`config.mk`:
```
export PLATFORM = sky130hd
export DESIGN_NAME = mem_wb_stage
export DESIGN_NICKNAME = d
export VERILOG_FILES = /design/src/rtl/mem_wb_stage.sv
export SDC_FILE = /design/constraint.sdc
export NUM_CORES = 1
export LEC_CHECK = 0
export BUFFER_PORTS_ARGS = -buffer_cell sky130_fd_sc_hd__buf_2
export CAP_MARGIN = 10
export CORE_MARGIN = 2
export CORE_UTILIZATION = 55
export CTS_BUF_LIST = sky130_fd_sc_hd__clkbuf_16
export CTS_CLUSTER_DIAMETER = 120
export DETAILED_ROUTE_END_ITERATION = 7
export PLACE_DENSITY = 0.85
export SYNTH_ARGS = -nofsm -noshare
export SYNTH_HDL_FRONTEND = slang
export SYNTH_SLANG_ARGS = --single-unit
```
`constraint.sdc`:
```
create_clock -name clk -period 4.7 [get_ports clk]
set_clock_uncertainty 0.05 [all_clocks]
set_input_delay 0.235 -clock clk [delete_from_list [all_inputs] [get_ports clk]]
set_output_delay 0.235 -clock clk [all_outputs]
set_load 0.005 [all_outputs]
```
`src/rtl/mem_wb_stage.sv`:
```
// -----------------------------------------------------------------------------
// mem_wb_stage
//   Memory-access / writeback stage of the RV32I core. One retiring instruction
//   is accepted per valid/ready handshake. ALU results are forwarded to the
//   register file one cycle later. Loads issue a word-aligned request on a
//   simple req/ack data bus. The returned word is reduced to a byte, halfword or
//   word, then sign- or zero-extended and written one cycle after the ack.
//
// Ports
//   clk, reset_n           clock, asynchronous active-low reset
//   mem_valid_in           instruction offered by MEM stage
//   mem_ready_out          stage idle and able to accept (decoded from state)
//   mem_reg_enable_in      instruction writes rd
//   mem_rd_addr_in         destination register
//   mem_alu_result_in      ALU result / load byte address
//   mem_is_load_in         instruction is a load
//   mem_funct3_in          load width/sign selector
//   dbus_req_out           load request, held until ack/err/timeout
//   dbus_addr_out          word-aligned load address
//   dbus_ack_in            read data valid
//   dbus_err_in            bus error
//   dbus_rdata_in          read word
//   wb_reg_enable_out      register file write strobe
//   wb_rd_addr_out         register file write address
//   wb_rd_data_out         register file write data
//   load_fault_out         one-cycle pulse on a rejected or failed load
// -----------------------------------------------------------------------------
module mem_wb_stage #(
  parameter int TIMEOUT_CYCLES = 255
) (
  input  logic        clk,
  input  logic        reset_n,
  input  logic        mem_valid_in,
  output logic        mem_ready_out,
  input  logic        mem_reg_enable_in,
  input  logic [4:0]  mem_rd_addr_in,
  input  logic [31:0] mem_alu_result_in,
  input  logic        mem_is_load_in,
  input  logic [2:0]  mem_funct3_in,
  output logic        dbus_req_out,
  output logic [31:0] dbus_addr_out,
  input  logic        dbus_ack_in,
  input  logic        dbus_err_in,
  input  logic [31:0] dbus_rdata_in,
  output logic        wb_reg_enable_out,
  output logic [4:0]  wb_rd_addr_out,
  output logic [31:0] wb_rd_data_out,
  output logic        load_fault_out
);

  localparam logic STATE_IDLE      = 1'b0;
  localparam logic STATE_LOAD_WAIT = 1'b1;

  // Counter value of the last LOAD_WAIT cycle that may still see a response.
  localparam logic [15:0] TIMEOUT_LAST = 16'(TIMEOUT_CYCLES - 1);

  logic        state_q,    state_d;
  logic [15:0] cnt_q,      cnt_d;
  logic        req_q,      req_d;
  logic [31:0] addr_q,     addr_d;
  logic [4:0]  ld_rd_q,    ld_rd_d;
  logic [2:0]  ld_f3_q,    ld_f3_d;
  logic [1:0]  ld_off_q,   ld_off_d;
  logic        ld_en_q,    ld_en_d;
  logic        wb_en_q,    wb_en_d;
  logic [4:0]  wb_addr_q,  wb_addr_d;
  logic [31:0] wb_data_q,  wb_data_d;
  logic        fault_q,    fault_d;

  logic        transfer;
  logic        load_bad;
  logic [7:0]  sel_byte;
  logic [15:0] sel_half;
  logic [31:0] load_data;

  assign mem_ready_out = (state_q == STATE_IDLE);
  assign transfer      = mem_valid_in && (state_q == STATE_IDLE);

  // Illegal width encodings and misaligned halfword/word accesses are rejected
  // before any bus activity.
  always_comb begin
    load_bad = 1'b0;
    case (mem_funct3_in)
      3'b000, 3'b100: load_bad = 1'b0;
      3'b001, 3'b101: load_bad = mem_alu_result_in[0];
      3'b010:         load_bad = (mem_alu_result_in[1:0] != 2'b00);
      default:        load_bad = 1'b1;
    endcase
  end

  // Lane extraction from the returned word using the latched byte offset.
  always_comb begin
    sel_byte = dbus_rdata_in[7:0];
    case (ld_off_q)
      2'd0: sel_byte = dbus_rdata_in[7:0];
      2'd1: sel_byte = dbus_rdata_in[15:8];
      2'd2: sel_byte = dbus_rdata_in[23:16];
      2'd3: sel_byte = dbus_rdata_in[31:24];
      default: sel_byte = dbus_rdata_in[7:0];
    endcase
    sel_half = ld_off_q[1] ? dbus_rdata_in[31:16] : dbus_rdata_in[15:0];
    case (ld_f3_q)
      3'b000:  load_data = {{24{sel_byte[7]}}, sel_byte};
      3'b100:  load_data = {24'd0, sel_byte};
      3'b001:  load_data = {{16{sel_half[15]}}, sel_half};
      3'b101:  load_data = {16'd0, sel_half};
      default: load_data = dbus_rdata_in;
    endcase
  end

  always_comb begin
    state_d   = state_q;
    cnt_d     = cnt_q;
    addr_d    = addr_q;
    ld_rd_d   = ld_rd_q;
    ld_f3_d   = ld_f3_q;
    ld_off_d  = ld_off_q;
    ld_en_d   = ld_en_q;
    // Writeback outputs return to all-zero on every non-write cycle so the
    // register file never forwards on a stale address.
    wb_en_d   = 1'b0;
    wb_addr_d = 5'd0;
    wb_data_d = 32'd0;
    fault_d   = 1'b0;

    if (state_q == STATE_IDLE) begin
      if (transfer) begin
        if (!mem_is_load_in) begin
          if (mem_reg_enable_in && (mem_rd_addr_in != 5'd0)) begin
            wb_en_d   = 1'b1;
            wb_addr_d = mem_rd_addr_in;
            wb_data_d = mem_alu_result_in;
          end
        end else if (load_bad) begin
          fault_d = 1'b1;
        end else begin
          state_d  = STATE_LOAD_WAIT;
          cnt_d    = 16'd0;
          addr_d   = {mem_alu_result_in[31:2], 2'b00};
          ld_rd_d  = mem_rd_addr_in;
          ld_f3_d  = mem_funct3_in;
          ld_off_d = mem_alu_result_in[1:0];
          ld_en_d  = mem_reg_enable_in;
        end
      end
    end else begin
      if (dbus_err_in) begin
        state_d = STATE_IDLE;
        fault_d = 1'b1;
      end else if (dbus_ack_in) begin
        state_d = STATE_IDLE;
        if (ld_en_q && (ld_rd_q != 5'd0)) begin
          wb_en_d   = 1'b1;
          wb_addr_d = ld_rd_q;
          wb_data_d = load_data;
        end
      end else if (cnt_q == TIMEOUT_LAST) begin
        state_d = STATE_IDLE;
        fault_d = 1'b1;
      end else begin
        cnt_d = cnt_q + 16'd1;
      end
    end

    req_d = (state_d == STATE_LOAD_WAIT);
  end

  always_ff @(posedge clk or negedge reset_n) begin
    if (!reset_n) begin
      state_q   <= STATE_IDLE;
      cnt_q     <= 16'd0;
      req_q     <= 1'b0;
      addr_q    <= 32'd0;
      ld_rd_q   <= 5'd0;
      ld_f3_q   <= 3'd0;
      ld_off_q  <= 2'd0;
      ld_en_q   <= 1'b0;
      wb_en_q   <= 1'b0;
      wb_addr_q <= 5'd0;
      wb_data_q <= 32'd0;
      fault_q   <= 1'b0;
    end else begin
      state_q   <= state_d;
      cnt_q     <= cnt_d;
      req_q     <= req_d;
      addr_q    <= addr_d;
      ld_rd_q   <= ld_rd_d;
      ld_f3_q   <= ld_f3_d;
      ld_off_q  <= ld_off_d;
      ld_en_q   <= ld_en_d;
      wb_en_q   <= wb_en_d;
      wb_addr_q <= wb_addr_d;
      wb_data_q <= wb_data_d;
      fault_q   <= fault_d;
    end
  end

  assign dbus_req_out      = req_q;
  assign dbus_addr_out     = addr_q;
  assign wb_reg_enable_out = wb_en_q;
  assign wb_rd_addr_out    = wb_addr_q;
  assign wb_rd_data_out    = wb_data_q;
  assign load_fault_out    = fault_q;

endmodule

```
==> flow_summary.json, run 1 <==
{
  "status": "complete, no violations",
  "finalSetupTns_ns": 0,
  "syn_avg_cell_area_um2": 9.88,
  "die_w_um": 97.3,
  "drive_gt1_share_pct": 29.8,
  "fp.dieH_um": 97.3,
  "syn_area_um2": 4790,
  "wl_per_cell_um": 17.9,
  "diodes": 0,
  "grt_pass1_vias": 4356,
  "ys_ff_latch": 97,
  "place.gp.congestion": 0.829,
  "coreArea_um2": 8590,
  "cts_setup_buffers": 0,
  "cap_viol_max_count": 0,
  "io_pins": 152,
  "synth_area_leaders": "dfrtp_1 51%, nand2_1 11%, a22o_1 4.0%",
  "pwr_density_cell_nw_per_um2": 388,
  "cts_tree": "built",
  "antenna_found_initial": 0,
  "nets": 696,
  "grt_pass1_wl_um": 21200,
  "synthFlopType": "dfrtp_1",
  "required_ns": 4.93,
  "cts.clk_slew.worst_paths_ns": 0.07,
  "power.leakage_uw": 0.00306,
  "netlist-cell-type-count": 56,
  "totalWireLength_um": 13000,
  "portBuffers": 149,
  "drcViolationCount": 0,
  "synth_top_cell_area_share_pct": 50.7,
  "cts_made_buffers": 9,
  "via_per_inst": 5.95,
  "first_pass_iters": 4,
  "synthCells": 485,
  "ys_warn_count": 0,
  "crit_slowest_cell": "dfrtp_1",
  "track_usage_pct": 28.1,
  "swShare_pct": 29.1,
  "drtAntennaViolNets": 0,
  "holdWs_ns": 0.0498,
  "cts-htree-levels": 3,
  "postLayoutCellArea_um2": 5890,
  "std_cell_rows": 34,
  "seq_area_frac_synth_pct": 50.7,
  "min_path_type": "in -> reg",
  "finalCriticalPeriod_ns": 2.38,
  "synth-edff-count": 0,
  "ir_worst_vdd_uv": 215,
  "clkPwrFrac_pct": 34.3,
  "cpPeakStageDelay_ns": 0.98,
  "holdPathStages": 3,
  "pwr-share-seq_pct": 45.0,
  "r2r_slack_ns": 2.32,
  "slew_violations": 0,
  "clockRootBuffer": "clkbuf_16",
  "p_sw_uw": 665,
  "ys_async_sr_fraction_pct": 100,
  "dieArea_um2": 9470,
  "critPathCaptureType": "register",
  "fmax_mhz": 420,
  "worst_r2r_path_depth": 4,
  "holdPathEnd": "dbus_addr_out[20]",
  "num_vias": 4329,
  "clk_path_buf_depth": 2,
  "r2r-start": "ld_off_q[1]",
  "clock-sinks": 97,
  "tightestPinTransition_ns": 1.17,
  "rsz0062_at_grt": "false",
  "overflow": 0,
  "worstReg2RegEnd": "wb_rd_data_out[30]",
  "p_comb_share_pct": 20.7,
  "fin_crit_sh_pct": 50.7,
  "cp_max_fo": 28,
  "hold_path.startpoint": "mem_alu_result_in[20]",
  "path_cells": "nor3b_1 -> a221oi_4 -> a21boi_4 -> a22o_1",
  "worst-setup-path-type": "reg -> reg",
  "clock_latency_ns": 0.34,
  "finalHoldViolations": 0,
  "placed_area_um2": 5560,
  "syn2layout_area_growth_pct": 23.0,
  "start_kind": "register",
  "arrival_ns": 2.61,
  "synth_top_cell_by_area": "dfrtp_1",
  "slew_headroom_pct": 22.0,
  "p_int_uw": 1620,
  "dp_hpwl_um": 9180,
  "start_util_pct": 55.8,
  "setup_violations": 0,
  "drtIter0Drc": 234,
  "grt_max_degree": 59
}
==> cells in the final DEF (no fill, tap or decap), types with 7 or more instances in the layout <==
| cell type | count |
|---|---|
| nand4_1 | 7 |
| nand2_1 | 142 |
| o21ai_0 | 10 |
| a22o_1 | 22 |
| nand2b_1 | 10 |
| a32o_1 | 14 |
| o22ai_1 | 7 |
| a21oi_1 | 19 |
| clkbuf_16 | 9 |
| a21o_1 | 16 |
| buf_2 | 148 |
| nor2b_1 | 8 |
| dfrtp_1 | 97 |
| mux4_2 | 7 |
| mux2_1 | 7 |
| or3_1 | 15 |
==> flip-flops by register name, indices dropped and copies added, names as in the netlist <==
name               count
wb_rd_data_out        32
dbus_addr_out         30
cnt_q                 16
ld_rd_q                5
wb_rd_addr_out         5
ld_f3_q                3
ld_off_q               2
dbus_req_out           1
ld_en_q                1
load_fault_out         1
wb_reg_enable_out      1
==> synth_stat cells, types with 3 or more instances <==
cell type and number:
nand2b_1 10, a21oi_1 19, nand4_1 7, o31ai_1 3, a32o_1 14, clkbuf_1 22, nor2_1 4, nor2b_1 8
dfrtp_1 97, nand3_1 6, buf_4 3, o211ai_1 3, nand2_1 142, and4_1 4, buf_2 9, o22ai_1 7
o21ai_0 10, inv_1 5, or3_1 15, o21ai_1 3, or4_1 3, mux4_2 7, mux2_1 7, a21o_1 16
a22o_1 22
==> power groups by stage <==
stage          registers [uW]  clock network [uW]  logic [uW]
4_1_cts                  1030                 793         475
3_3_place_gp             1040                   0         455
5_1_grt                  1040                 827         525
6_report                 1030                 784         473
3_5_place_dp             1040                   0         469
2_1_floorplan             993                   0         320
==> per-stage QoR <==
| step | utilization [%] | std cells | power, uW | setup WS [ns] |
|---|---|---|---|---|
| after global routing | 68.5 | 728 | 2400 | 2.11 |
| final | 68.5 | 728 | 2290 | 2.32 |
| after detailed placement | 64.7 | 711 | 1510 | 2.20 |
| after CTS | 68.5 | 728 | 2300 | 2.33 |
| after global placement | 64.7 | 711 | 1490 | 2.38 |
| after floorplan | - | 486 | 1310 | 2.84 |
==> timing repair <==
item / in CTS / in global routing
hold endpoints to repair: 57 / 0
hold buffers: 1 / 0
resized for setup: 0 / 0
==> final cells by class <==
cell class                 instances  area (um2)
clock buffer                       9         225
clock inverter                     7        93.8
fill                             661        2700
inverter                           5        18.8
multi-input combinational        348        2200
sequential                        97        2430
tap                              108         135
timing repair buffer             154         788
==> layer usage <==
| metal | routed length, um | GRT usage, % | vias up |
|---|---|---|---|
| li1 | - | - | 1981 |
| met1 | 5010 | 34.3 | 2093 |
| met2 | 6380 | 45.9 | 218 |
| met3 | 1110 | 7.12 | 37 |
| met4 | 499 | 15.4 | 0 |
| met5 | 0 | 0 | - |
==> cells by family after synthesis <==
kind of cell | synth area share (%)
AO/OA/AOI/OAI | 16.9
adder cells (fa/ha/maj) | 0.522
buffers and inverters | 3.84
flip-flops | 50.7
multiplexers | 5.93
XOR/XNOR | 0.366
AND/OR/NAND/NOR | 21.7
other | 0.0783
==> critical path: cells and delay by family (launching register included) <==
| kind | cells | cell delay [ns] |
|---|---|---|
| simple gates | 1 | 0.42 |
| compound gates | 3 | 0.87 |
| flops | 1 | 0.98 |
==> how the worst max path moves through the flow <==
stage | startpoint | to | slack, ns
6_report | ld_off_q[1] | wb_rd_data_out[30] | 2.32
5_1_grt | cnt_q[0] | cnt_q[10] | 2.11
4_1_cts | ld_off_q[1] | wb_rd_data_out[30] | 2.33
3_5_place_dp | mem_alu_result_in[1] | ld_off_q[1] | 2.20
3_3_place_gp | mem_alu_result_in[1] | ld_off_q[0] | 2.38
2_1_floorplan | cnt_q[0] | cnt_q[10] | 2.84
Note: power is estimated with default switching activity, not from simulation.
==> run 2, diff against run 1 <==
Settings changed: CORE_UTILIZATION 55 to 51, PLACE_DENSITY 0.85 to 0.8.
Clock period 4.7 ns to 2.26 ns, I/O delays scaled along.
==> run 2 against run 1 <==
Wire length grew 2.7%. Largest power group unchanged. Utilization increased by 0.39 points. Largest cell class unchanged. Fmax grew 15%.
==> flow_summary.json, run 2 (synthesis results as in run 1) <==
{
  "status": "complete, no violations",
  "coreArea_um2": 9200,
  "min_path_type": "in -> reg",
  "io_pins": 152,
  "finalSetupTns_ns": 0,
  "place.gp.congestion": 0.936,
  "totalWireLength_um": 13400,
  "pwr_density_cell_nw_per_um2": 738,
  "required_ns": 2.48,
  "regArea_um2": 2430,
  "drive_gt1_share_pct": 29.2,
  "hold_path.startpoint": "mem_alu_result_in[0]",
  "grt_pass1_vias": 4412,
  "cp_max_fo": 8,
  "die_w_um": 101,
  "finalCriticalPeriod_ns": 2.08,
  "syn2layout_area_growth_pct": 32.3,
  "arrival_ns": 2.29,
  "power.leakage_uw": 0.00326,
  "std_cell_rows": 35,
  "nets": 744,
  "power.total_uw": 4680,
  "cpPeakStageDelay_ns": 0.45,
  "cts_made_buffers": 9,
  "cts_setup_buffers": 0,
  "final_cell_mix": "148 x buf_2, 142 x nand2_1, 97 x dfrtp_1",
  "cap_viol_max_count": 0,
  "cp_num_buf_inv": 0,
  "clk_path_buf_depth": 2,
  "dp_hpwl_um": 9330,
  "setup_violations": 0,
  "drcViolationCount": 0,
  "largest_reg_flops": 32,
  "met1_usage_pct": 35.7,
  "finalHoldViolations": 0,
  "slew_headroom_pct": 28.9,
  "fin_crit_sh_pct": 91.8,
  "holdPathStages": 3,
  "via_per_inst": 5.66,
  "critPathTopFamily": "simple AND/OR/NAND/NOR gates",
  "cts.clk_slew.worst_paths_ns": 0.07,
  "grt_max_degree": 53,
  "fmax_mhz": 482,
  "final_common_cell": "buf_2",
  "r2r-start": "cnt_q[0]",
  "dieArea_um2": 10200,
  "final.fill_count": 713,
  "met2_usage_pct": 42.0,
  "post_cts_resized": 0,
  "path_cells": "ha_1 -> nor4bb_1 -> nand3_1 -> or4_1 -> a21oi_1",
  "slew_violations": 0,
  "grt_pass1_wl_um": 21500,
  "overflow": 0,
  "multi_input_area_um2": 2200,
  "postCtsHoldBufs": 40,
  "start_kind": "register",
  "clock-sinks": 97,
  "holdPathEnd": "ld_off_q[0]",
  "ir_worst_vdd_uv": 403,
  "tightestPinTransition_ns": 1.06,
  "drtIter0Drc": 198,
  "critPathCaptureType": "register",
  "grt_util_met3_pct": 6.24,
  "cts_tree": "built",
  "wl_per_cell_um": 17.1,
  "antenna_found_initial": 0,
  "num_vias": 4409,
  "worst_r2r_path_depth": 5,
  "first_pass_iters": 5,
  "fp.dieH_um": 101,
  "worstReg2RegEnd": "cnt_q[10]",
  "cts-htree-levels": 3,
  "rsz0062_at_grt": "false",
  "diodes": 0,
  "drtAntennaViolNets": 0,
  "start_util_pct": 52.1,
  "crit_slowest_cell": "dfrtp_1",
  "top_usage_layer": "met2",
  "worst-setup-path-type": "reg -> reg",
  "r2r_slack_ns": 0.18,
  "clockRootBuffer": "clkbuf_16",
  "track_usage_pct": 26.7,
  "portBuffers": 149,
  "clock_latency_ns": 0.34
}
## run 2: changes by cell type in the layout (fill, tap and decap cells not counted)
cell | previous run | this run
buf_4 | 5 | 12
clkinv_4 | 1 | 0
bufinv_16 | 2 | 0
inv_1 | 6 | 5
inv_6 | 1 | 5
buf_12 | 0 | 2
dlygate4sd3_1 | 1 | 40
## run 2: power breakdown
part | total (uW) | internal [uW] | switching (uW)
combinational | 1150 | 555 | 595
sequential | 2060 | 1920 | 138
clock | 1470 | 765 | 705
## run 2: worst register-to-register path: cells and delay by family (launching register included)
family	cells	cell delay, ns
AOI/OAI and AO/OA	1	0.14
adders and majority gates	1	0.24
DFF	1	0.45
and+or+nand+nor	3	1.13
## run 2: worst max-delay path by stage
stage               cells after the start  startpoint  slack [ns]         to
global route                            5    cnt_q[0]        0.02  cnt_q[10]
detailed placement                      5    cnt_q[0]        0.21  cnt_q[10]
floorplan                               5    cnt_q[0]        0.40  cnt_q[10]
CTS                                     5    cnt_q[0]        0.18  cnt_q[10]
global placement                        5    cnt_q[0]        0.27  cnt_q[10]
finish                                  5    cnt_q[0]        0.18  cnt_q[10]
## run 2: through the flow
stage | setup slack, ns | instances | utilization, % | cell area, um2 | hold slack, ns
floorplan | 0.396 | 486 | - | 4790 | -0.233
global placement | 0.272 | 723 | 61.5 | 5660 | 0.0998
detailed placement | 0.214 | 723 | 61.5 | 5660 | 0.106
CTS | 0.185 | 779 | 68.9 | 6340 | 0.00109
global route | 0.0173 | 779 | 68.9 | 6340 | 0.0271
finish | 0.185 | 779 | 68.9 | 6340 | 0.00885
## run 2: per-layer routing
layer / wire length, um / vias to the layer above
li1: - / 2073
met1: 5620 / 2139
met2: 6450 / 172
met3: 960 / 25
met4: 320 / 0
met5: 0 / -
## run 2: final cells by class
type,instances,area share (%)
clock inverters,7,0.888
flip-flops and latches,97,38.3
inverters,5,0.296
multi-input cells,348,34.7
repair buffers,202,20.1
clock buffers,9,3.55
well taps,111,2.19
